===== config.mk =====
export PLATFORM = sky130hd
export DESIGN_NAME = hazard_control_unit_v2
export DESIGN_NICKNAME = d
export VERILOG_FILES = /design/src/rtl/hazard_control_unit_v2.sv
export SDC_FILE = /design/constraint.sdc
export NUM_CORES = 1
export LEC_CHECK = 0
export CAP_MARGIN = 20
export CELL_PAD_IN_SITES_DETAIL_PLACEMENT = 0
export CELL_PAD_IN_SITES_GLOBAL_PLACEMENT = 1
export CORE_MARGIN = 5
export CORE_UTILIZATION = 22
export DETAILED_ROUTE_END_ITERATION = 16
export PLACE_DENSITY_LB_ADDON = 0.1
export SLEW_MARGIN = 20
export SYNTH_ARGS = -nofsm -noshare
export SYNTH_HDL_FRONTEND = slang
export SYNTH_SLANG_ARGS = --single-unit
export TNS_END_PERCENT = 1

===== constraint.sdc =====
create_clock -name i_clk -period 6.9 [get_ports i_clk]
set_clock_uncertainty 0.15 [all_clocks]
set_input_delay 2.07 -clock i_clk [delete_from_list [all_inputs] [get_ports i_clk]]
set_output_delay 2.07 -clock i_clk [all_outputs]
set_load 0.005 [all_outputs]

===== src/rtl/hazard_control_unit_v2.sv =====
// Pipeline hazard and exception sequencer: per-stage stall/flush, PC-source select,
// exception vectoring, post-exception flush drain and a memory-stall watchdog.
module hazard_control_unit_v2 #(
   parameter int unsigned      XLEN          = 32,
   parameter int unsigned      RA_W          = 5,
   parameter logic [XLEN-1:0]  EXC_BASE      = 'h10,
   parameter int unsigned      VECTORED      = 0,
   parameter logic [XLEN-1:0]  VEC_STRIDE    = 'h20,
   parameter int unsigned      DRAIN_CYCLES  = 2,
   parameter int unsigned      STALL_TIMEOUT = 64,
   parameter int unsigned      LU_R0_EXEMPT  = 1
) (
   input  logic            i_clk,
   input  logic            i_reset,
   input  logic            i_id_jmp,
   input  logic            i_mem_jr,
   input  logic            i_mem_branch_state,
   input  logic            i_mem_stall,
   input  logic [XLEN-1:0] i_mem_excepttype,
   input  logic            i_idex_mem_r,
   input  logic [RA_W-1:0] i_ifid_rs_addr,
   input  logic [RA_W-1:0] i_ifid_real_rt_addr,
   input  logic [RA_W-1:0] i_idex_real_rd_addr,
   output logic [4:0]      o_cu_stall,
   output logic [2:0]      o_cu_flush,
   output logic [2:0]      o_cu_pc_src,
   output logic [XLEN-1:0] o_cu_vector,
   output logic [4:0]      o_cu_cause,
   output logic            o_cu_exc_busy
);

   localparam int unsigned DrainW = (DRAIN_CYCLES < 2) ? 1 : $clog2(DRAIN_CYCLES);
   localparam int unsigned StallW = $clog2(STALL_TIMEOUT);
   localparam logic [StallW-1:0] StallMax  = StallW'(STALL_TIMEOUT - 1);
   localparam logic [DrainW-1:0] DrainInit = DrainW'(DRAIN_CYCLES - 1);
   localparam logic [XLEN-1:0] CodeEret    = 'hD;
   localparam logic [XLEN-1:0] CodeTimeout = 'hE;

   localparam logic [2:0] PcJmp    = 3'd0;
   localparam logic [2:0] PcExcept = 3'd1;
   localparam logic [2:0] PcEret   = 3'd2;
   localparam logic [2:0] PcCtrl   = 3'd3;
   localparam logic [2:0] PcSeq    = 3'd4;

   typedef enum logic [0:0] {StRun, StDrain} state_e;

   state_e            r_state, w_state_nxt;
   logic [DrainW-1:0] r_drain_cnt, w_drain_nxt;
   logic [StallW-1:0] r_stall_cnt, w_stall_nxt;
   logic [4:0]        r_cause, w_cause_nxt;

   logic            w_timeout;
   logic            w_load_use;
   logic            w_exc_take;
   logic [XLEN-1:0] w_code;
   logic [XLEN-1:0] w_exc_vec;

   assign w_timeout = i_mem_stall && (r_stall_cnt == StallMax);
   assign w_code    = w_timeout ? CodeTimeout : i_mem_excepttype;
   assign w_exc_vec = ((VECTORED != 0) && (w_code >= XLEN'(1)) && (w_code <= XLEN'(8)))
                      ? EXC_BASE + w_code * VEC_STRIDE : EXC_BASE;

   assign w_load_use = i_idex_mem_r
                       && ((i_ifid_rs_addr == i_idex_real_rd_addr)
                           || (i_ifid_real_rt_addr == i_idex_real_rd_addr))
                       && !((LU_R0_EXEMPT != 0) && (i_idex_real_rd_addr == '0));

   assign o_cu_cause = r_cause;

   always_comb begin
      o_cu_stall    = '0;
      o_cu_flush    = '0;
      o_cu_pc_src   = PcSeq;
      o_cu_vector   = '0;
      o_cu_exc_busy = 1'b0;
      w_state_nxt   = r_state;
      w_drain_nxt   = r_drain_cnt;
      w_cause_nxt   = r_cause;
      w_exc_take    = 1'b0;
      // Watchdog counts consecutive stall cycles in either state, saturating.
      w_stall_nxt   = i_mem_stall ? ((r_stall_cnt == StallMax) ? r_stall_cnt : r_stall_cnt + 1'b1)
                                  : '0;

      if (i_reset) begin
         o_cu_flush = 3'b111;
      end else begin
         unique case (r_state)
            StRun: begin
               if (w_timeout) begin
                  w_exc_take  = 1'b1;
                  w_stall_nxt = '0;
               end else if (i_mem_stall) begin
                  o_cu_stall = 5'b11111;
               end else if (i_mem_excepttype == CodeEret) begin
                  o_cu_pc_src = PcEret;
                  o_cu_flush  = 3'b111;
               end else if (i_mem_excepttype != '0) begin
                  w_exc_take = 1'b1;
               end else if (i_mem_branch_state || i_mem_jr) begin
                  o_cu_pc_src = PcCtrl;
                  o_cu_flush  = 3'b011;
               end else if (i_id_jmp) begin
                  o_cu_pc_src = PcJmp;
               end else if (w_load_use) begin
                  o_cu_stall = 5'b00011;
                  o_cu_flush = 3'b010;
               end

               if (w_exc_take) begin
                  o_cu_pc_src = PcExcept;
                  o_cu_flush  = 3'b111;
                  o_cu_vector = w_exc_vec;
                  w_cause_nxt = w_code[4:0];
                  w_drain_nxt = DrainInit;
                  w_state_nxt = (DRAIN_CYCLES > 1) ? StDrain : StRun;
               end
            end
            StDrain: begin
               o_cu_flush    = 3'b111;
               o_cu_exc_busy = 1'b1;
               // Entry cycle already flushed once, so leave as the count reaches zero.
               if (i_mem_stall) begin
                  o_cu_stall = 5'b11111;
               end else begin
                  w_drain_nxt = r_drain_cnt - 1'b1;
                  if (r_drain_cnt <= DrainW'(1)) begin
                     w_drain_nxt = '0;
                     w_state_nxt = StRun;
                  end
               end
            end
            default: w_state_nxt = StRun;
         endcase
      end
   end

   always_ff @(posedge i_clk) begin
      if (i_reset) begin
         r_state     <= StRun;
         r_drain_cnt <= '0;
         r_stall_cnt <= '0;
         r_cause     <= '0;
      end else begin
         r_state     <= w_state_nxt;
         r_drain_cnt <= w_drain_nxt;
         r_stall_cnt <= w_stall_nxt;
         r_cause     <= w_cause_nxt;
      end
   end

endmodule

-- After elaboration in Yosys (flattened, before gate mapping)
Index checks and enable logic that the tools add are counted.
- flip-flop bits (word level): 13
- output and inout port bits: 49
- word-level logic and storage cells: 77
- add/subtract/negate cells: 2
- magnitude comparators: 1
- eq/ne operators: 6
- mux-type cells: 53
- bitwise logic cells: 1
- reduce and logical (&&, ||, !) cells: 10
- operators with widths (kind ; count):
    2-to-1 mux 3 bit ; 14
    2-to-1 mux 5 bit ; 8
    == test 32 x 4 -> 1 bit, second input constant ; 1
    nonzero test 32 bit ; 1
    2-to-1 mux 6 bit ; 4
    2-to-1 mux 2 bit ; 9
    2-to-1 mux 1 bit ; 14
    == test 5 bit ; 2
    one-hot mux 5 bit (2 select lines) ; 1
    adder 6 x 1 -> 6 bit, second input constant ; 1
    == test 6 bit, second input constant ; 1
    one-hot mux 3 bit (2 select lines) ; 1
    logical NOT 5 bit ; 1
    one-hot mux 1 bit (2 select lines) ; 2
    AND reduction 2 bit ; 2
    logical AND 1 bit ; 3
    logical OR 1 bit ; 2
    inequality test 2 x 1 -> 1 bit, second input constant ; 1
    inequality test 2 bit, second input constant ; 1
    less-or-equal comparator 1 bit, second input constant ; 1
    logical NOT 1 bit ; 1
    inverter 1 bit ; 1
    subtractor 1 bit, second input constant ; 1

-- Longest topological paths before layout
- depth after elaboration: 14
- mapped depth: 6
- mapped depth without buffers: 6

-- Least setup slack after synthesis
OpenSTA, ideal clock, no wires.
- path kind: input-to-output
- start: in i_mem_excepttype[21]
- end: out o_cu_stall[1]
- arrival time: 3260 ps
- required time: 4680 ps
- slack: 1420 ps
- stages: 6
- cell sequence: nor4_2 nand4_1 nor2_1 nand4_1 o21ai_0 buf_4
- cells in the longest elaborated chain, start to end: 7
- elaborated cells on any way between the ends: 8
- classes of those cells: eq/ne: 1; mux: 6; reduce/logical: 1
- RTL lines (item ; RTL line ; source):
    from (decl) ; 19 ; input logic [XLEN-1:0] i_mem_excepttype,
    nonzero test 32 bit ; 97 ; end else if (i_mem_excepttype != '0) begin
    2-to-1 mux 2 bit ; 97 ;
    2-to-1 mux 2 bit * ; 94 ; end else if (i_mem_excepttype == CodeEret) begin
    2-to-1 mux 5 bit * ; 92 ; end else if (i_mem_stall) begin
    2-to-1 mux 5 bit * ; 89 ; if (w_timeout) begin
    one-hot mux 5 bit (2 select lines) * ; 87 ; unique case (r_state)
    2-to-1 mux 5 bit * ; 84 ; if (i_reset) begin
    to (decl) ; 24 ; output logic [4:0] o_cu_stall,
Mark *: on every way between the ends. The rest lies on a longest branch, timed or not.

-- Final worst setup path
- start: in i_mem_excepttype[13]
- end: out o_cu_stall[0]
The elaborated chain is that of the path after synthesis.

==> flow_summary.ini <==
[synthesis]
yosysWarnings = 0
ys_ff_latch = 12
synth_edf_count = 0
synth_common_cells = buf_4 (34), nor2_1 (15), dfxtp_1 (12)
synth_most_common_cell = buf_4
seq_area_frac_synth_pct = 20.9
synth.cell_area_mm2 = 0.00115
synth.largest_area_cell = buf_4
ys.flop_type = dfxtp_1
ys_types = 34
synthTopCellsByArea = buf_4 (22%), dfxtp_1 (21%), nor4_2 (6.5%)
avgSynthCellArea_um2 = 7.66
synthArstFlopShare_pct = 0
synthCells = 150
yosys.area.top_type_share_pct = 22.2

[sta]
relSlewSlack_pct = 60.0
finalHoldViolations = 0
period_share_pct = 94.8
fin_crit_ns = 6.54
finalSetupTns_ns = 0
hold_ws_ns = 0.337
fmax_mhz = 153
rsz0062_at_grt = no
setup_violations = 0
maxSlewViolCount = 0
tightest_slew_ns = 0.594

[floorplan]
fp.dieW_um = 82.3
rows = 26
core_area_mm2 = 0.00507
pin_count = 103
die_y_um = 82.3
initial_core_util_pct = 22.6
dieArea_mm2 = 0.00677

[setup_path]
timing.rr.start = r_stall_cnt[0]$_SDFF_PP0_
max_stage_delay_ns = 0.56
reg2reg_slack_ns = 4.95
cp.arrival_ns = 4.32
worst_r2r_path_depth = 6
r2r-end = o_cu_cause[4]$_SDFFE_PP0P_
crit_path_max_fanout = 6
critPathCapture = o_cu_stall[0]
crit_type = in -> out
path_cells = clkdlybuf4s50_1, nor4_2, nand4_1, nor2_1, nand4_1, o21ai_0, clkdlybuf4s50_1
cp.depth = 7
cp.required_ns = 4.68
cpMaxStageDelayCell = clkdlybuf4s50_1
startpoint = i_mem_excepttype[13]
cpLargestDelayFamily = buffers and inverters
start_kind = input port
end_kind = output port
path_buf_inv = 2

[layout]
area_growth_pct = 60.3
fill_cells = 566
diodes = 0
final_cells = 289
drive_gt1_share_pct = 5.94
layout.nets = 276

[power_and_ir_drop]
seqPwrFrac_pct = 35.2
peakVddDrop_mv = 0.0969
p_per_area_mw_per_mm2 = 116
power_frac_comb_pct = 35.4
clkPwrFrac_pct = 29.4
power.internal_w = 0.000158
swShare_pct = 26.3
switching_power_w = 0.0000561
leakage_nw = 0.710

[placement]
dp_cells = 286
place_congestion = 0.734
numPortBuffers = 71
dpl.hpwl_mm = 3.32

[clock_network]
cts_hold_buf = 0
h-tree-depth = 1
clock_latency_ns = 0.24
cts_made_buffers = 3
postCtsSetupRepairBufs = 0
cts_root_buf = clkbuf_8
cts_tree = done
clock-sinks = 12
cts.reportedPaths.clkPinSlew_ns = 0.05
cts_resized = 0
clk_path_buf_depth = 2

[routing]
vias_per_cell = 4.17
wire_per_inst_um = 12.6
ant_nets = 0
drc = 0
wl_mm = 3.65
drt_iter0_drc = 35
dr.pass1.iters = 4
vias = 1205

[global_routing]
grt_pass1_wl_mm = 5.75
gr-total-overflow = 0
antenna_found_initial = 0
grt.total_usage_pct = 11.0
grt_max_degree = 12
first_global_vias = 1252

[outcome]
status = completed

[min_path]
hold_class = reg -> reg

[flow_run]
drv_cap = 0
flip-flops by register name, summed over array words and instances, names as in the netlist:
signal / count
r_stall_cnt: 6
o_cu_cause: 5
r_state: 1
power groups by stage:
| stage | clock, W | sequential [W] | combinational [W] |
|---|---|---|---|
| final | 0.0000629 | 0.0000752 | 0.0000756 |
| after floorplan | 0 | 0.0000764 | 0.0000383 |
| after global placement | 0 | 0.0000767 | 0.0000752 |
| after detailed placement | 0 | 0.0000767 | 0.0000757 |
| after global routing | 0.0000702 | 0.0000757 | 0.0000833 |
| after CTS | 0.0000667 | 0.0000753 | 0.0000760 |
metal layers:
metal | part of all wire (%) | up-vias | GRT usage [%]
met5 | 0 | - | 0
met4 | 0.85 | 0 | 2.16
met3 | 11 | 4 | 4.45
met2 | 51 | 62 | 20.4
met1 | 37 | 534 | 11.6
li1 | - | 605 | -
area by class of cell:
cell class,instances,area [um2],share of cell area [%]
well taps,70,87.6,4.76
flip-flops and latches,12,240,13.0
inverters,5,18.8,1.02
clock buffers,3,41.3,2.24
multi-input cells,128,743,40.4
repair buffers,71,711,38.6
kinds of logic (layout without fill, tap and decap cells):
logic type	after synthesis	in the layout	synth area share, %
XOR/XNOR	11	11	8.39
buffers and inverters	40	79	24.2
adder cells (fa/ha/maj)	1	1	1.09
other	1	31	0.326
AO/OA/AOI/OAI	27	27	15.8
flip-flops	12	12	20.9
AND/OR/NAND/NOR	58	58	29.3
worst register-to-register path, cell delays in order (launching register included):
cell      delay [ns]
dfxtp_1         0.37
ha_1            0.23
nand2_1         0.15
o21ai_0         0.36
o311a_1         0.35
nand2b_4        0.17
a21oi_2         0.05
cell usage in the layout, fill, tap and decap left out, types with 6 or more instances in the layout:
cell type	count
nor3_1	8
nand3_1	9
xnor2_1	6
conb_1	31
nand2_1	7
clkdlybuf4s50_1	71
o21ai_0	7
nor4_2	6
nor2_1	15
dfxtp_1	12
how the worst min path moves through the flow:
stage,startpoint,to,depth (start not counted)
3_3_place_gp,o_cu_cause[4]$_SDFFE_PP0P_,o_cu_cause[4]$_SDFFE_PP0P_,2
6_report,o_cu_cause[4]$_SDFFE_PP0P_,o_cu_cause[4]$_SDFFE_PP0P_,2
2_1_floorplan,o_cu_cause[0]$_SDFFE_PP0P_,o_cu_cause[0]$_SDFFE_PP0P_,2
5_1_grt,o_cu_cause[4]$_SDFFE_PP0P_,o_cu_cause[4]$_SDFFE_PP0P_,2
3_5_place_dp,o_cu_cause[4]$_SDFFE_PP0P_,o_cu_cause[4]$_SDFFE_PP0P_,2
4_1_cts,o_cu_cause[4]$_SDFFE_PP0P_,o_cu_cause[4]$_SDFFE_PP0P_,2
per-stage QoR:
stage          power (W)  instance area, um2  worst slack, ns  util, %
4_1_cts         0.000218                1840            0.358     36.3
6_report        0.000214                1840            0.359     36.3
2_1_floorplan   0.000115                1260             1.42        -
5_1_grt         0.000229                1840            0.182     36.3
3_5_place_dp    0.000152                1800            0.356     35.5
3_3_place_gp    0.000152                1800            0.432     35.5
Power figures use the tool's default switching activity.
